`src/rtl/seg_scan_ctrl_pkg.sv`:
```
// Shared definitions for the 8-digit 7-segment scan path: digit geometry,
// FSM state encoding and the masked one-hot digit select helper.
package seg_scan_ctrl_pkg;

    localparam int NUM_DIGITS = 8;
    localparam int DIGIT_W    = 4;
    localparam int IDX_W      = $clog2(NUM_DIGITS);
    localparam int DATA_W     = NUM_DIGITS * DIGIT_W;

    typedef enum logic [1:0] {
        S_IDLE  = 2'd0,
        S_SHOW  = 2'd1,
        S_BLANK = 2'd2
    } scan_state_t;

    // A masked-off digit keeps its slot timing but drives no select line.
    function automatic logic [NUM_DIGITS-1:0] digit_select(
        input logic [IDX_W-1:0]      idx,
        input logic [NUM_DIGITS-1:0] mask
    );
        logic [NUM_DIGITS-1:0] one;
        one = {{(NUM_DIGITS-1){1'b0}}, 1'b1};
        digit_select = mask[idx] ? (one << idx) : '0;
    endfunction

endpackage

```
`src/rtl/seg_scan_ctrl.sv`:
```
// Multiplex scan driver for an 8-digit 7-segment display: snapshots the hex
// word once per frame and walks a one-hot digit select with optional dead-time.
module seg_scan_ctrl
    import seg_scan_ctrl_pkg::*;
#(
    parameter int DIV_CYCLES   = 50000,
    parameter int BLANK_CYCLES = 500
) (
    input  logic                  clk,
    input  logic                  rst,
    input  logic                  en,
    input  logic [DATA_W-1:0]     data_in,
    input  logic [NUM_DIGITS-1:0] digit_mask,
    output logic [DATA_W-1:0]     data_out,
    output logic [NUM_DIGITS-1:0] select,
    output logic                  frame_start,
    output scan_state_t           dbg_state
);

    localparam int CNT_MAX = (DIV_CYCLES > BLANK_CYCLES) ? DIV_CYCLES : BLANK_CYCLES;
    localparam int CNT_W   = (CNT_MAX > 1) ? $clog2(CNT_MAX) : 1;
    localparam logic [CNT_W-1:0] DIV_LAST   = CNT_W'(DIV_CYCLES - 1);
    localparam logic [CNT_W-1:0] BLANK_LAST = CNT_W'((BLANK_CYCLES > 0) ? BLANK_CYCLES - 1 : 0);
    localparam bit HAS_BLANK = (BLANK_CYCLES > 0);

    scan_state_t           r_state;
    logic [IDX_W-1:0]      r_idx;
    logic [CNT_W-1:0]      r_cnt;
    logic [NUM_DIGITS-1:0] r_select;
    logic [DATA_W-1:0]     r_data;
    logic                  r_frame_start;

    logic [IDX_W-1:0] w_next_idx;
    logic             w_wrap;
    logic             w_show_last;
    logic             w_blank_last;

    // Incrementing past the last digit wraps to digit 0 by width alone.
    assign w_next_idx   = r_idx + 3'd1;
    assign w_wrap       = (r_idx == IDX_W'(NUM_DIGITS - 1));
    assign w_show_last  = (r_cnt == DIV_LAST);
    assign w_blank_last = (r_cnt == BLANK_LAST);

    always_ff @(posedge clk or posedge rst) begin
        if (rst) begin
            r_state       <= S_IDLE;
            r_idx         <= '0;
            r_cnt         <= '0;
            r_select      <= '0;
            r_data        <= '0;
            r_frame_start <= 1'b0;
        end else begin
            r_frame_start <= 1'b0;
            if (!en) begin
                // Disable wins over everything; the last snapshot stays on data_out.
                r_state  <= S_IDLE;
                r_idx    <= '0;
                r_cnt    <= '0;
                r_select <= '0;
            end else begin
                case (r_state)
                    S_IDLE: begin
                        r_state       <= S_SHOW;
                        r_idx         <= '0;
                        r_cnt         <= '0;
                        r_select      <= digit_select('0, digit_mask);
                        r_data        <= data_in;
                        r_frame_start <= 1'b1;
                    end
                    S_SHOW: begin
                        if (!w_show_last) begin
                            r_cnt    <= r_cnt + 1'b1;
                            r_select <= digit_select(r_idx, digit_mask);
                        end else if (HAS_BLANK) begin
                            r_state  <= S_BLANK;
                            r_cnt    <= '0;
                            r_select <= '0;
                        end else begin
                            r_state  <= S_SHOW;
                            r_idx    <= w_next_idx;
                            r_cnt    <= '0;
                            r_select <= digit_select(w_next_idx, digit_mask);
                            if (w_wrap) begin
                                r_data        <= data_in;
                                r_frame_start <= 1'b1;
                            end
                        end
                    end
                    S_BLANK: begin
                        r_select <= '0;
                        if (!w_blank_last) begin
                            r_cnt <= r_cnt + 1'b1;
                        end else begin
                            r_state  <= S_SHOW;
                            r_idx    <= w_next_idx;
                            r_cnt    <= '0;
                            r_select <= digit_select(w_next_idx, digit_mask);
                            if (w_wrap) begin
                                r_data        <= data_in;
                                r_frame_start <= 1'b1;
                            end
                        end
                    end
                    default: begin
                        r_state  <= S_IDLE;
                        r_idx    <= '0;
                        r_cnt    <= '0;
                        r_select <= '0;
                    end
                endcase
            end
        end
    end

    assign data_out    = r_data;
    assign select      = r_select;
    assign frame_start = r_frame_start;
    assign dbg_state   = r_state;

endmodule

```
`config.mk`:
```
export PLATFORM = sky130hd
export DESIGN_NAME = seg_scan_ctrl
export DESIGN_NICKNAME = d
export VERILOG_FILES = /design/src/rtl/seg_scan_ctrl_pkg.sv /design/src/rtl/seg_scan_ctrl.sv
export SDC_FILE = /design/constraint.sdc
export NUM_CORES = 1
export LEC_CHECK = 0
export ABC_AREA = 0
export CAP_MARGIN = 20
export CELL_PAD_IN_SITES_DETAIL_PLACEMENT = 0
export CELL_PAD_IN_SITES_GLOBAL_PLACEMENT = 1
export CORE_MARGIN = 3
export CORE_UTILIZATION = 37
export CTS_BUF_LIST = sky130_fd_sc_hd__clkbuf_4 sky130_fd_sc_hd__clkbuf_8 sky130_fd_sc_hd__clkbuf_16
export DETAILED_ROUTE_END_ITERATION = 8
export MAX_ROUTING_LAYER = met4
export PLACE_DENSITY = 0.85
export RECOVER_POWER = 50
export SLEW_MARGIN = 15
export SYNTH_ARGS = -nofsm -noshare
export SYNTH_HDL_FRONTEND = slang
export SYNTH_SLANG_ARGS = --single-unit
```
`constraint.sdc`:
```
create_clock -name clk -period 2.23 [get_ports clk]
set_input_delay 0.3345 -clock clk [delete_from_list [all_inputs] [get_ports clk]]
set_output_delay 0.3345 -clock clk [all_outputs]
set_load 0.1 [all_outputs]
```
# Word-level counts from Yosys, hierarchy flattened
# Index checks and enable logic that the tools add are counted.
# Widths: inputs -> output; s select.
[totals] output_inout_bits=43 register_bits=62 input_bits=43 elab_cells=56
[op_classes] eq_ne=10 n_mux=29 shift=2 addsub=2 n_lt_le_gt_ge=2 reduce_logical=5
[ops] cell="$mux 32" count=2
[ops] cell="$pmux 32 s2" count=1
[ops] cell="$mux 16" count=3
[ops] cell="$mux 8" count=5
[ops] cell="$pmux 16 s2" count=1
[ops] cell="$pmux 8 s3" count=1
[ops] cell="$add 16x1->16 const B" count=1
[ops] cell="$eq 16x16->1 const B" count=1
[ops] cell="$eq 16x9->1 const B" count=1
[ops] cell="$shl 1x3->8 const A" count=2
[ops] cell="$lt 3x4->1 const B" count=2
[ops] cell="$bmux 1 s3" count=2
[ops] cell="$mux 1" count=6
[ops] cell="$mux 2" count=3
[ops] cell="$mux 3" count=2
[ops] cell="$ne 2x2->1 const B" count=3
[ops] cell="$ne 3x3->1 const B" count=2
[ops] cell="$pmux 2 s3" count=1
[ops] cell="$pmux 3 s2" count=1
[ops] cell="$reduce_and 2->1" count=2
[ops] cell="$reduce_and 4->1" count=1
[ops] cell="$add 3x1->3 const B" count=1
[ops] cell="$eq 3x3->1 const B" count=1
[ops] cell="$eq 2x1->1 const B" count=1
[ops] cell="other kinds (4)" count=4

# Depth between registers and ports, before layout
# Gate-level depths: netlist (run 1).
[depth] word_depth=7 mapped_depth=8 depth_no_buf=6

# Worst setup path before layout (run 1)
# OpenSTA, ideal clock, no wires.
[synth_path] path_type="register -> register" from="reg r_state[0], in the netlist dbg_state[0]" to="reg r_data[0], in the netlist data_out[0]" path_stages_with_launch=9 arrival_time_ns=2.467 slack_ns=-0.363 required_time_ns=2.105 period_less_slack_ns=2.593 n_path_buf=2 path_cell_list="dfrtp_1 inv_1 ha_1 buf_2 mux2_2 nand2_1 a21oi_4 buf_6 mux2_2"
[synth_between] elab_chain_len=3
[synth_rtl] element="from (decl)" line="seg_scan_ctrl.sv:26" rtl="scan_state_t r_state;"
[synth_rtl] element="from (signal assigned)" line="seg_scan_ctrl.sv:46" rtl="r_state <= S_IDLE;"
[synth_rtl] element="from (signal assigned)" line="seg_scan_ctrl.sv:56" rtl="r_state <= S_IDLE;"
[synth_rtl] element="from (signal assigned)" line="seg_scan_ctrl.sv:63" rtl="r_state <= S_SHOW;"
[synth_rtl] element="$eq 2x2->1 / $logic_not 2->1 (equally long branches)" line="seg_scan_ctrl.sv:61" rtl="case (r_state)"
[synth_rtl] element="$ne 2x2->1 (no line) / $reduce_bool 2->1 (equally long branches)"
[synth_rtl] element="$reduce_and 4->1 (no line)"
[synth_rtl] element="to (signal assigned)" line="seg_scan_ctrl.sv:67" rtl="r_data <= data_in;"
[synth_rtl] element="to (signal assigned)" line="seg_scan_ctrl.sv:84" rtl="r_data <= data_in;"
[synth_rtl] element="to (signal assigned)" line="seg_scan_ctrl.sv:99" rtl="r_data <= data_in;"
[synth_rtl] element="to (decl)" line="seg_scan_ctrl.sv:30" rtl="logic [DATA_W-1:0] r_data;"
# Parallel ways exist; a longest one is shown, timed or not.
# A chain may end at the register's enable or synchronous reset.

# Final worst setup path (run 1)
[layout_path] from="reg r_cnt[2]" to="reg r_data[0], in the netlist data_out[0]"
[layout_between] elab_chain_len=3
[layout_rtl] element="from (decl)" line="seg_scan_ctrl.sv:28" rtl="logic [CNT_W-1:0] r_cnt;"
[layout_rtl] element="from (signal assigned)" line="seg_scan_ctrl.sv:72" rtl="r_cnt <= r_cnt + 1'b1;"
[layout_rtl] element="from (signal assigned)" line="seg_scan_ctrl.sv:92" rtl="r_cnt <= r_cnt + 1'b1;"
[layout_rtl] element="$eq 16x9->1" line="seg_scan_ctrl.sv:42" rtl="assign w_blank_last = (r_cnt == BLANK_LAST);"
[layout_rtl] element="$ne 2x2->1 (no line)"
[layout_rtl] element="$reduce_and 4->1 (no line)"
# Every way passes these cells.

==> impl_results.html, run 1 <==
<table>
<tr><th>Metric</th><th>Value</th></tr>
<tr><th colspan="2">Floorplan</th></tr>
<tr><td>Die area</td><td>9330 um^2</td></tr>
<tr><td>Number of cell rows</td><td>32</td></tr>
<tr><td>Initial cell density of the core</td><td>38.7%</td></tr>
<tr><td>Y dimension of the die</td><td>96.6 um</td></tr>
<tr><td>Area of the core region</td><td>7850 um^2</td></tr>
<tr><td>Count of pins on the block boundary</td><td>86</td></tr>
<tr><td>Width of the die</td><td>96.6 um</td></tr>
<tr><th colspan="2">Worst setup path</th></tr>
<tr><td>Critical path required time</td><td>2450 ps</td></tr>
<tr><td>Delay contributed by the slowest stage of the critical path</td><td>450 ps</td></tr>
<tr><td>Total buffers and inverters traversed by the critical path</td><td>1</td></tr>
<tr><td>Dominant delay contributor by cell family on the critical path</td><td>simple AND/OR/NAND/NOR gates</td></tr>
<tr><td>Critical Path End Type</td><td>register</td></tr>
<tr><td>WS Path Type</td><td>register to register</td></tr>
<tr><td>Critical path arrival</td><td>2310 ps</td></tr>
<tr><td>Library cell contributing the largest single delay on the critical path</td><td>nor4_1</td></tr>
<tr><td>Cell breakdown of the critical path</td><td>nor4_1, nand4_2, a21oi_4, buf_12, mux2_2</td></tr>
<tr><td>Max Fanout on Critical Path</td><td>32</td></tr>
<tr><td>Worst setup SP type</td><td>register</td></tr>
<tr><th colspan="2">Detailed routing</th></tr>
<tr><td>Post-detailed-route count of antenna-violating nets</td><td>0</td></tr>
<tr><td>Final routed DRC violation total</td><td>0</td></tr>
<tr><td>Aggregate routed wire length</td><td>6.36 mm</td></tr>
<tr><td>Pre-Repair DR Iteration Count</td><td>4</td></tr>
<tr><td>WL per Instance</td><td>14.4 um</td></tr>
<tr><td>Detail-routed via count per cell</td><td>4.99</td></tr>
<tr><td>Total via count in the routed design</td><td>2210</td></tr>
<tr><td>Number of DRC markers in iteration 0</td><td>111</td></tr>
<tr><th colspan="2">Global route</th></tr>
<tr><td>GRT met3 Usage</td><td>4.03%</td></tr>
<tr><td>Wire length of the first global-routing pass</td><td>9.90 mm</td></tr>
<tr><td>Pin count of the biggest net entering global routing</td><td>63</td></tr>
<tr><td>GR Layer Usage met1</td><td>19.0%</td></tr>
<tr><td>Routing layer with the top usage in global route</td><td>met2</td></tr>
<tr><td>Overflow after GRT</td><td>0</td></tr>
<tr><td>Total Routing Usage GR</td><td>14.3%</td></tr>
<tr><td>Initial antenna violation count</td><td>0</td></tr>
<tr><td>Via count of the first global-routing pass</td><td>2086</td></tr>
<tr><td>Met2 track utilization from global routing</td><td>20.3%</td></tr>
<tr><th colspan="2">Final layout</th></tr>
<tr><td>Number of diodes added for antenna fixing</td><td>0</td></tr>
<tr><td>Signed area change from the synthesized netlist to the final layout</td><td>33.2%</td></tr>
<tr><td>Share of layout cells above drive strength 1</td><td>27.3%</td></tr>
<tr><td>Total number of nets in the final design</td><td>392</td></tr>
<tr><th colspan="2">Logic synthesis</th></tr>
<tr><td>Syn avg cell area</td><td>12.4 um^2</td></tr>
<tr><td>Synthesis warning total</td><td>0</td></tr>
<tr><td>Post-synth cell types</td><td>39</td></tr>
<tr><td>Register area share after synthesis</td><td>51.1%</td></tr>
<tr><td>Library cell occupying the most area in the post-synthesis netlist</td><td>dfrtp_1</td></tr>
<tr><td>Mapped Cells</td><td>244</td></tr>
<tr><td>Total standard cell area after synthesis</td><td>3040 um^2</td></tr>
<tr><td>Share of Yosys cell area claimed by the top area cell type</td><td>51.1%</td></tr>
<tr><td>Synth area leaders</td><td>dfrtp_1 (51%), mux2_2 (11%), ha_1 (5.4%)</td></tr>
<tr><td>Synth Net Count</td><td>300</td></tr>
<tr><td>Number of storage elements in the synthesis netlist</td><td>62</td></tr>
<tr><th colspan="2">CTS</th></tr>
<tr><td>Hold_buf cts</td><td>0</td></tr>
<tr><td>CTS clk-pin slew, worst paths</td><td>70 ps</td></tr>
<tr><td>Clock buffer depth</td><td>2</td></tr>
<tr><td>Number of clock buffers inserted by TritonCTS</td><td>9</td></tr>
<tr><td>Buffer type at the clock tree root</td><td>clkbuf_8</td></tr>
<tr><td>Clock tree from TritonCTS</td><td>built</td></tr>
<tr><td>Clock insertion delay at the later pin of the skew report</td><td>340 ps</td></tr>
<tr><td>Number of gates resized after cts</td><td>0</td></tr>
<tr><td>Number of clock sinks</td><td>62</td></tr>
<tr><td>Number of H-tree levels</td><td>3</td></tr>
<tr><td>Setup Buffers After CTS</td><td>0</td></tr>
<tr><th colspan="2">Placement</th></tr>
<tr><td>Placed wire-length estimate</td><td>4.63 mm</td></tr>
<tr><td>Placement Setup Slack</td><td>186 ps</td></tr>
<tr><td>Number of buffers inserted by port buffering</td><td>85</td></tr>
<tr><td>Global placement routability congestion</td><td>0.780</td></tr>
<tr><th colspan="2">STA</th></tr>
<tr><td>Achievable clock frequency</td><td>479 MHz</td></tr>
<tr><td>Number of failing hold endpoints at the final stage</td><td>0</td></tr>
<tr><td>Final TNS setup</td><td>0 ps</td></tr>
<tr><td>Final-report max-slew violation count</td><td>0</td></tr>
<tr><td>Crit share post-route</td><td>93.7%</td></tr>
<tr><td>Endpoints failing setup</td><td>0</td></tr>
<tr><td>Worst slew margin</td><td>1.73%</td></tr>
<tr><td>RSZ-0062 raised after global routing</td><td>false</td></tr>
<tr><td>Transition time at the pin with the least slew margin</td><td>1470 ps</td></tr>
<tr><td>Max Clock Skew</td><td>11.1 ps</td></tr>
<tr><td>WHS</td><td>490 ps</td></tr>
<tr><td>Final worst setup slack</td><td>140 ps</td></tr>
<tr><td>Clock period minus final worst setup slack</td><td>2090 ps</td></tr>
<tr><th colspan="2">Job</th></tr>
<tr><td>Number of max-cap violations</td><td>0</td></tr>
<tr><th colspan="2">Status</th></tr>
<tr><td>Run status</td><td>finished clean</td></tr>
<tr><th colspan="2">Min path</th></tr>
<tr><td>Worst Hold Class</td><td>register to register</td></tr>
</table>
==> placed cells by master (no fill, tap or decap), types with 5 or more instances in the layout <==
cell type / netlist / layout
clkbuf_8: 0 / 9
ha_1: 13 / 13
dfrtp_1: 62 / 60
nand2_1: 10 / 10
clkdlybuf4s50_1: 0 / 42
buf_4: 0 / 29
inv_1: 7 / 5
xor2_1: 9 / 9
nor3_1: 13 / 13
mux2i_1: 5 / 5
mux2_2: 30 / 30
and4_1: 5 / 5
clkbuf_1: 3 / 18
a21oi_1: 9 / 9
nand3_1: 22 / 22
==> kinds of logic after synthesis <==
logic type / count (synthesis) / synth area share (%)
compound gates: 21 / 4.78
xor+xnor: 12 / 3.46
fa+ha+maj: 13 / 5.36
buf+inv: 20 / 3.67
flops: 62 / 51.1
mux: 42 / 16.9
simple gates: 74 / 14.8
==> routing by layer <==
metal  share of wire (%)  wire length, um
met5                   0                0
met4                0.86               55
met3                 8.0              511
met2                  43             2750
met1                  48             3050
==> metrics by stage <==
step	cells	util [%]	area [um^2]
after floorplan	244	-	3040
after global placement	427	49.9	3920
after detailed placement	427	49.9	3920
after CTS	443	52.7	4130
after global routing	443	51.5	4040
final	443	51.5	4040
==> cell usage after synthesis <==
| master | count |
|---|---|
| nand3b_1 | 1 |
| buf_1 | 1 |
| a21oi_1 | 9 |
| mux4_2 | 4 |
| nor4_1 | 1 |
| a41oi_2 | 1 |
| or3_1 | 2 |
| a21oi_2 | 1 |
| nand4_1 | 2 |
| mux2_1 | 3 |
| a41oi_1 | 1 |
| o211ai_1 | 2 |
| mux2_2 | 30 |
| buf_6 | 4 |
| xnor2_1 | 3 |
| a211oi_1 | 2 |
| nand3_1 | 22 |
| nor3b_1 | 1 |
| and3_1 | 4 |
| a21oi_4 | 1 |
| inv_1 | 7 |
| dfrtp_1 | 62 |
| nand2_1 | 10 |
| o21ai_0 | 4 |
| nand4_2 | 1 |
| nor3_1 | 13 |
| and4bb_2 | 1 |
| ha_1 | 13 |
| mux2i_1 | 5 |
| and4_1 | 5 |
| and2_1 | 3 |
| and4b_1 | 3 |
| nor4_4 | 1 |
| buf_2 | 4 |
| nand2b_1 | 1 |
| clkbuf_2 | 1 |
| xor2_1 | 9 |
| clkbuf_1 | 3 |
| nor2b_1 | 3 |
==> sequential cells by signal, indices dropped and copies added (netlist names) <==
| signal | cells |
|---|---|
| r_idx | 3 |
| dbg_state | 2 |
| r_cnt | 16 |
| data_out | 32 |
| frame_start | 1 |
| select | 8 |
==> worst paths after layout <==
path	start	end	slack, ps	cells after the start
max	r_cnt[2]$_DFF_PP0_	data_out[0]$_DFFE_PP0P_	140	5
min	r_cnt[0]$_DFF_PP0_	r_cnt[0]$_DFF_PP0_	490	1
max reg2reg	r_cnt[2]$_DFF_PP0_	data_out[0]$_DFFE_PP0P_	140	5
min reg2reg	r_cnt[0]$_DFF_PP0_	r_cnt[0]$_DFF_PP0_	490	1
max in group asynchronous	rst	dbg_state[1]$_DFFE_PP0P_	430	3
min in group asynchronous	rst	select[3]$_DFF_PP0_	800	3
==> cell type report <==
type	count	area [um^2]
clock buffer	10	131
clock inverter	6	86.3
fill	717	3800
inverter	7	26.3
multi-input combinational	162	1370
sequential	62	1550
tap	102	128
timing repair buffer	94	746
Power of run 1 is left out: the tool's default activity adds up to more than one toggle a clock period on the data nets, which glitch-free logic cannot reach.
==> run 2, diff against run 1 <==
--- a/config.mk
+++ b/config.mk
@@ -7,7 +7,7 @@
 export LEC_CHECK = 0
 export ABC_AREA = 0
 export CAP_MARGIN = 20
-export CELL_PAD_IN_SITES_DETAIL_PLACEMENT = 0
+export CELL_PAD_IN_SITES_DETAIL_PLACEMENT = 1
 export CELL_PAD_IN_SITES_GLOBAL_PLACEMENT = 1
 export CORE_MARGIN = 3
 export CORE_UTILIZATION = 37
==> run 2 against run 1 <==
  * The flow now finishes with violations (max-capacitance violations, max-slew violations)
  * Register-to-register slack improved by 60 ps
  * Setup slack improved by 58 ps
  * Clock skew decreased by 1.5 ps
  * Maximum frequency increased by 2.9%
  * Core utilization increased by 0.26 points
  * First-iteration DRC count decreased by 53%
  * Count of clock-buffer cells in the layout increased by 1
  * Critical path depth unchanged
  * Wire length increased by 17%
  * Critical path type unchanged
  * Sequential cell count unchanged
==> impl_results.html, run 2 (same netlist as run 1, synthesis figures left out) <==
<table>
<tr><th>Metric</th><th>Value</th></tr>
<tr><th colspan="2">CTS</th></tr>
<tr><td>CTS clk-pin slew, worst paths</td><td>70 ps</td></tr>
<tr><td>Hold_buf cts</td><td>0</td></tr>
<tr><td>Clock buffer depth</td><td>2</td></tr>
<tr><td>Clock insertion delay at the later pin of the skew report</td><td>340 ps</td></tr>
<tr><td>Clock tree from TritonCTS</td><td>built</td></tr>
<tr><td>Number of clock buffers inserted by TritonCTS</td><td>9</td></tr>
<tr><td>Number of gates resized after cts</td><td>0</td></tr>
<tr><td>Number of clock sinks</td><td>62</td></tr>
<tr><td>Buffer type at the clock tree root</td><td>clkbuf_8</td></tr>
<tr><td>Number of H-tree levels</td><td>3</td></tr>
<tr><td>Setup Buffers After CTS</td><td>0</td></tr>
<tr><th colspan="2">STA</th></tr>
<tr><td>Worst slew margin</td><td>-0.258%</td></tr>
<tr><td>RSZ-0062 raised after global routing</td><td>false</td></tr>
<tr><td>Number of failing hold endpoints at the final stage</td><td>0</td></tr>
<tr><td>Max Clock Skew</td><td>9.62 ps</td></tr>
<tr><td>Crit share post-route</td><td>91.1%</td></tr>
<tr><td>Transition time at the pin with the least slew margin</td><td>1500 ps</td></tr>
<tr><td>Final-report max-slew violation count</td><td>62</td></tr>
<tr><td>Achievable clock frequency</td><td>492 MHz</td></tr>
<tr><td>Clock period minus final worst setup slack</td><td>2030 ps</td></tr>
<tr><td>Final TNS setup</td><td>0 ps</td></tr>
<tr><td>Endpoints failing setup</td><td>0</td></tr>
<tr><th colspan="2">Final layout</th></tr>
<tr><td>Commonest cells after routing, fill and taps aside</td><td>dfrtp_1 (60), clkdlybuf4s50_1 (42), mux2_2 (30)</td></tr>
<tr><td>Most frequent standard cell in the layout excluding fill and tap cells</td><td>dfrtp_1</td></tr>
<tr><td>Number of diodes added for antenna fixing</td><td>0</td></tr>
<tr><td>Largest register FFs</td><td>32</td></tr>
<tr><td>Signed area change from the synthesized netlist to the final layout</td><td>33.9%</td></tr>
<tr><td>Post-route design area</td><td>4060 um^2</td></tr>
<tr><td>Total number of nets in the final design</td><td>392</td></tr>
<tr><td>Share of layout cells above drive strength 1</td><td>28.4%</td></tr>
<tr><td>Area of combinational cells with multiple inputs</td><td>1370 um^2</td></tr>
<tr><td>Area occupied by registers</td><td>1550 um^2</td></tr>
<tr><td>Fill cells</td><td>857</td></tr>
<tr><th colspan="2">Detailed routing</th></tr>
<tr><td>WL per Instance</td><td>16.8 um</td></tr>
<tr><td>Final routed DRC violation total</td><td>0</td></tr>
<tr><td>Number of DRC markers in iteration 0</td><td>52</td></tr>
<tr><td>Pre-Repair DR Iteration Count</td><td>4</td></tr>
<tr><td>Post-detailed-route count of antenna-violating nets</td><td>0</td></tr>
<tr><td>Aggregate routed wire length</td><td>7.45 mm</td></tr>
<tr><td>Total via count in the routed design</td><td>2259</td></tr>
<tr><td>Detail-routed via count per cell</td><td>5.10</td></tr>
<tr><th colspan="2">Worst setup path</th></tr>
<tr><td>Worst setup SP type</td><td>register</td></tr>
<tr><td>Delay contributed by the slowest stage of the critical path</td><td>430 ps</td></tr>
<tr><td>Critical path required time</td><td>2450 ps</td></tr>
<tr><td>Max Fanout on Critical Path</td><td>32</td></tr>
<tr><td>Critical path arrival</td><td>2250 ps</td></tr>
<tr><td>Critical Path End Type</td><td>register</td></tr>
<tr><td>WS Path Type</td><td>register to register</td></tr>
<tr><td>Cell breakdown of the critical path</td><td>nor4_1, nand4_2, a21oi_4, buf_12, mux2_1</td></tr>
<tr><td>Library cell contributing the largest single delay on the critical path</td><td>dfrtp_1</td></tr>
<tr><th colspan="2">Floorplan</th></tr>
<tr><td>Die area</td><td>9330 um^2</td></tr>
<tr><td>Width of the die</td><td>96.6 um</td></tr>
<tr><td>Y dimension of the die</td><td>96.6 um</td></tr>
<tr><td>Initial cell density of the core</td><td>38.7%</td></tr>
<tr><td>Count of pins on the block boundary</td><td>86</td></tr>
<tr><td>Number of cell rows</td><td>32</td></tr>
<tr><td>Area of the core region</td><td>7850 um^2</td></tr>
<tr><th colspan="2">Global route</th></tr>
<tr><td>Pin count of the biggest net entering global routing</td><td>63</td></tr>
<tr><td>Overflow after GRT</td><td>0</td></tr>
<tr><td>Wire length of the first global-routing pass</td><td>11.5 mm</td></tr>
<tr><td>Total Routing Usage GR</td><td>16.9%</td></tr>
<tr><td>Initial antenna violation count</td><td>0</td></tr>
<tr><td>Via count of the first global-routing pass</td><td>2329</td></tr>
<tr><th colspan="2">Min path</th></tr>
<tr><td>Worst Hold Class</td><td>register to register</td></tr>
<tr><th colspan="2">Status</th></tr>
<tr><td>Violated checks</td><td>max-capacitance violations, max-slew violations</td></tr>
<tr><td>Run status</td><td>complete, but fails checks</td></tr>
<tr><th colspan="2">Job</th></tr>
<tr><td>Number of max-cap violations</td><td>1</td></tr>
<tr><th colspan="2">Placement</th></tr>
<tr><td>Global placement routability congestion</td><td>0.780</td></tr>
<tr><td>Placed wire-length estimate</td><td>5.48 mm</td></tr>
<tr><td>Number of buffers inserted by port buffering</td><td>85</td></tr>
<tr><td>Area of placed instances</td><td>3920 um^2</td></tr>
</table>
run 2: cell type report:
class                      count  area share [%]
clock buffer                  11            3.73
clock inverter                 5            2.00
inverter                       7           0.647
multi-input combinational    162            33.8
sequential                    62            38.2
tap                          102            3.14
timing repair buffer          94            18.5
run 2: routing by layer:
layer	vias to the layer above	routed length [um]	global-route usage, %	part of all wire (%)
met4	0	85	5.26	1.1
met1	1111	3310	20.4	44
li1	1072	-	-	-
met3	9	532	5.27	7.1
met5	-	0	-	0
met2	67	3520	27.3	47
run 2: per-stage QoR:
step	utilization (%)	hold slack, ps	cells	setup slack (ps)
after floorplan	-	455	244	6.45
after global placement	49.9	468	427	217
after detailed placement	49.9	476	427	197
after CTS	52.9	377	443	187
after global routing	51.8	520	443	59.5
final	51.8	483	443	198
run 2: final timing paths:
| kind | start | end | slack (ps) | depth (start not counted) |
|---|---|---|---|---|
| max in group asynchronous | rst | dbg_state[1]$_DFFE_PP0P_ | 400 | 3 |
| max | r_cnt[2]$_DFF_PP0_ | data_out[30]$_DFFE_PP0P_ | 200 | 5 |
| min | data_out[24]$_DFFE_PP0P_ | data_out[24]$_DFFE_PP0P_ | 480 | 1 |
| min in group asynchronous | rst | select[0]$_DFF_PP0_ | 810 | 3 |
| min reg2reg | data_out[24]$_DFFE_PP0P_ | data_out[24]$_DFFE_PP0P_ | 480 | 1 |
| max reg2reg | r_cnt[2]$_DFF_PP0_ | data_out[30]$_DFFE_PP0P_ | 200 | 5 |
run 2: critical path, delay by kind of cell (launching register included):
family,cells,cell delay (ps)
buffers and inverters,1,210
and+or+nand+nor,2,660
DFF,1,430
AOI/OAI and AO/OA,1,230
muxes,1,360
Power of run 2 is left out for the same reason.
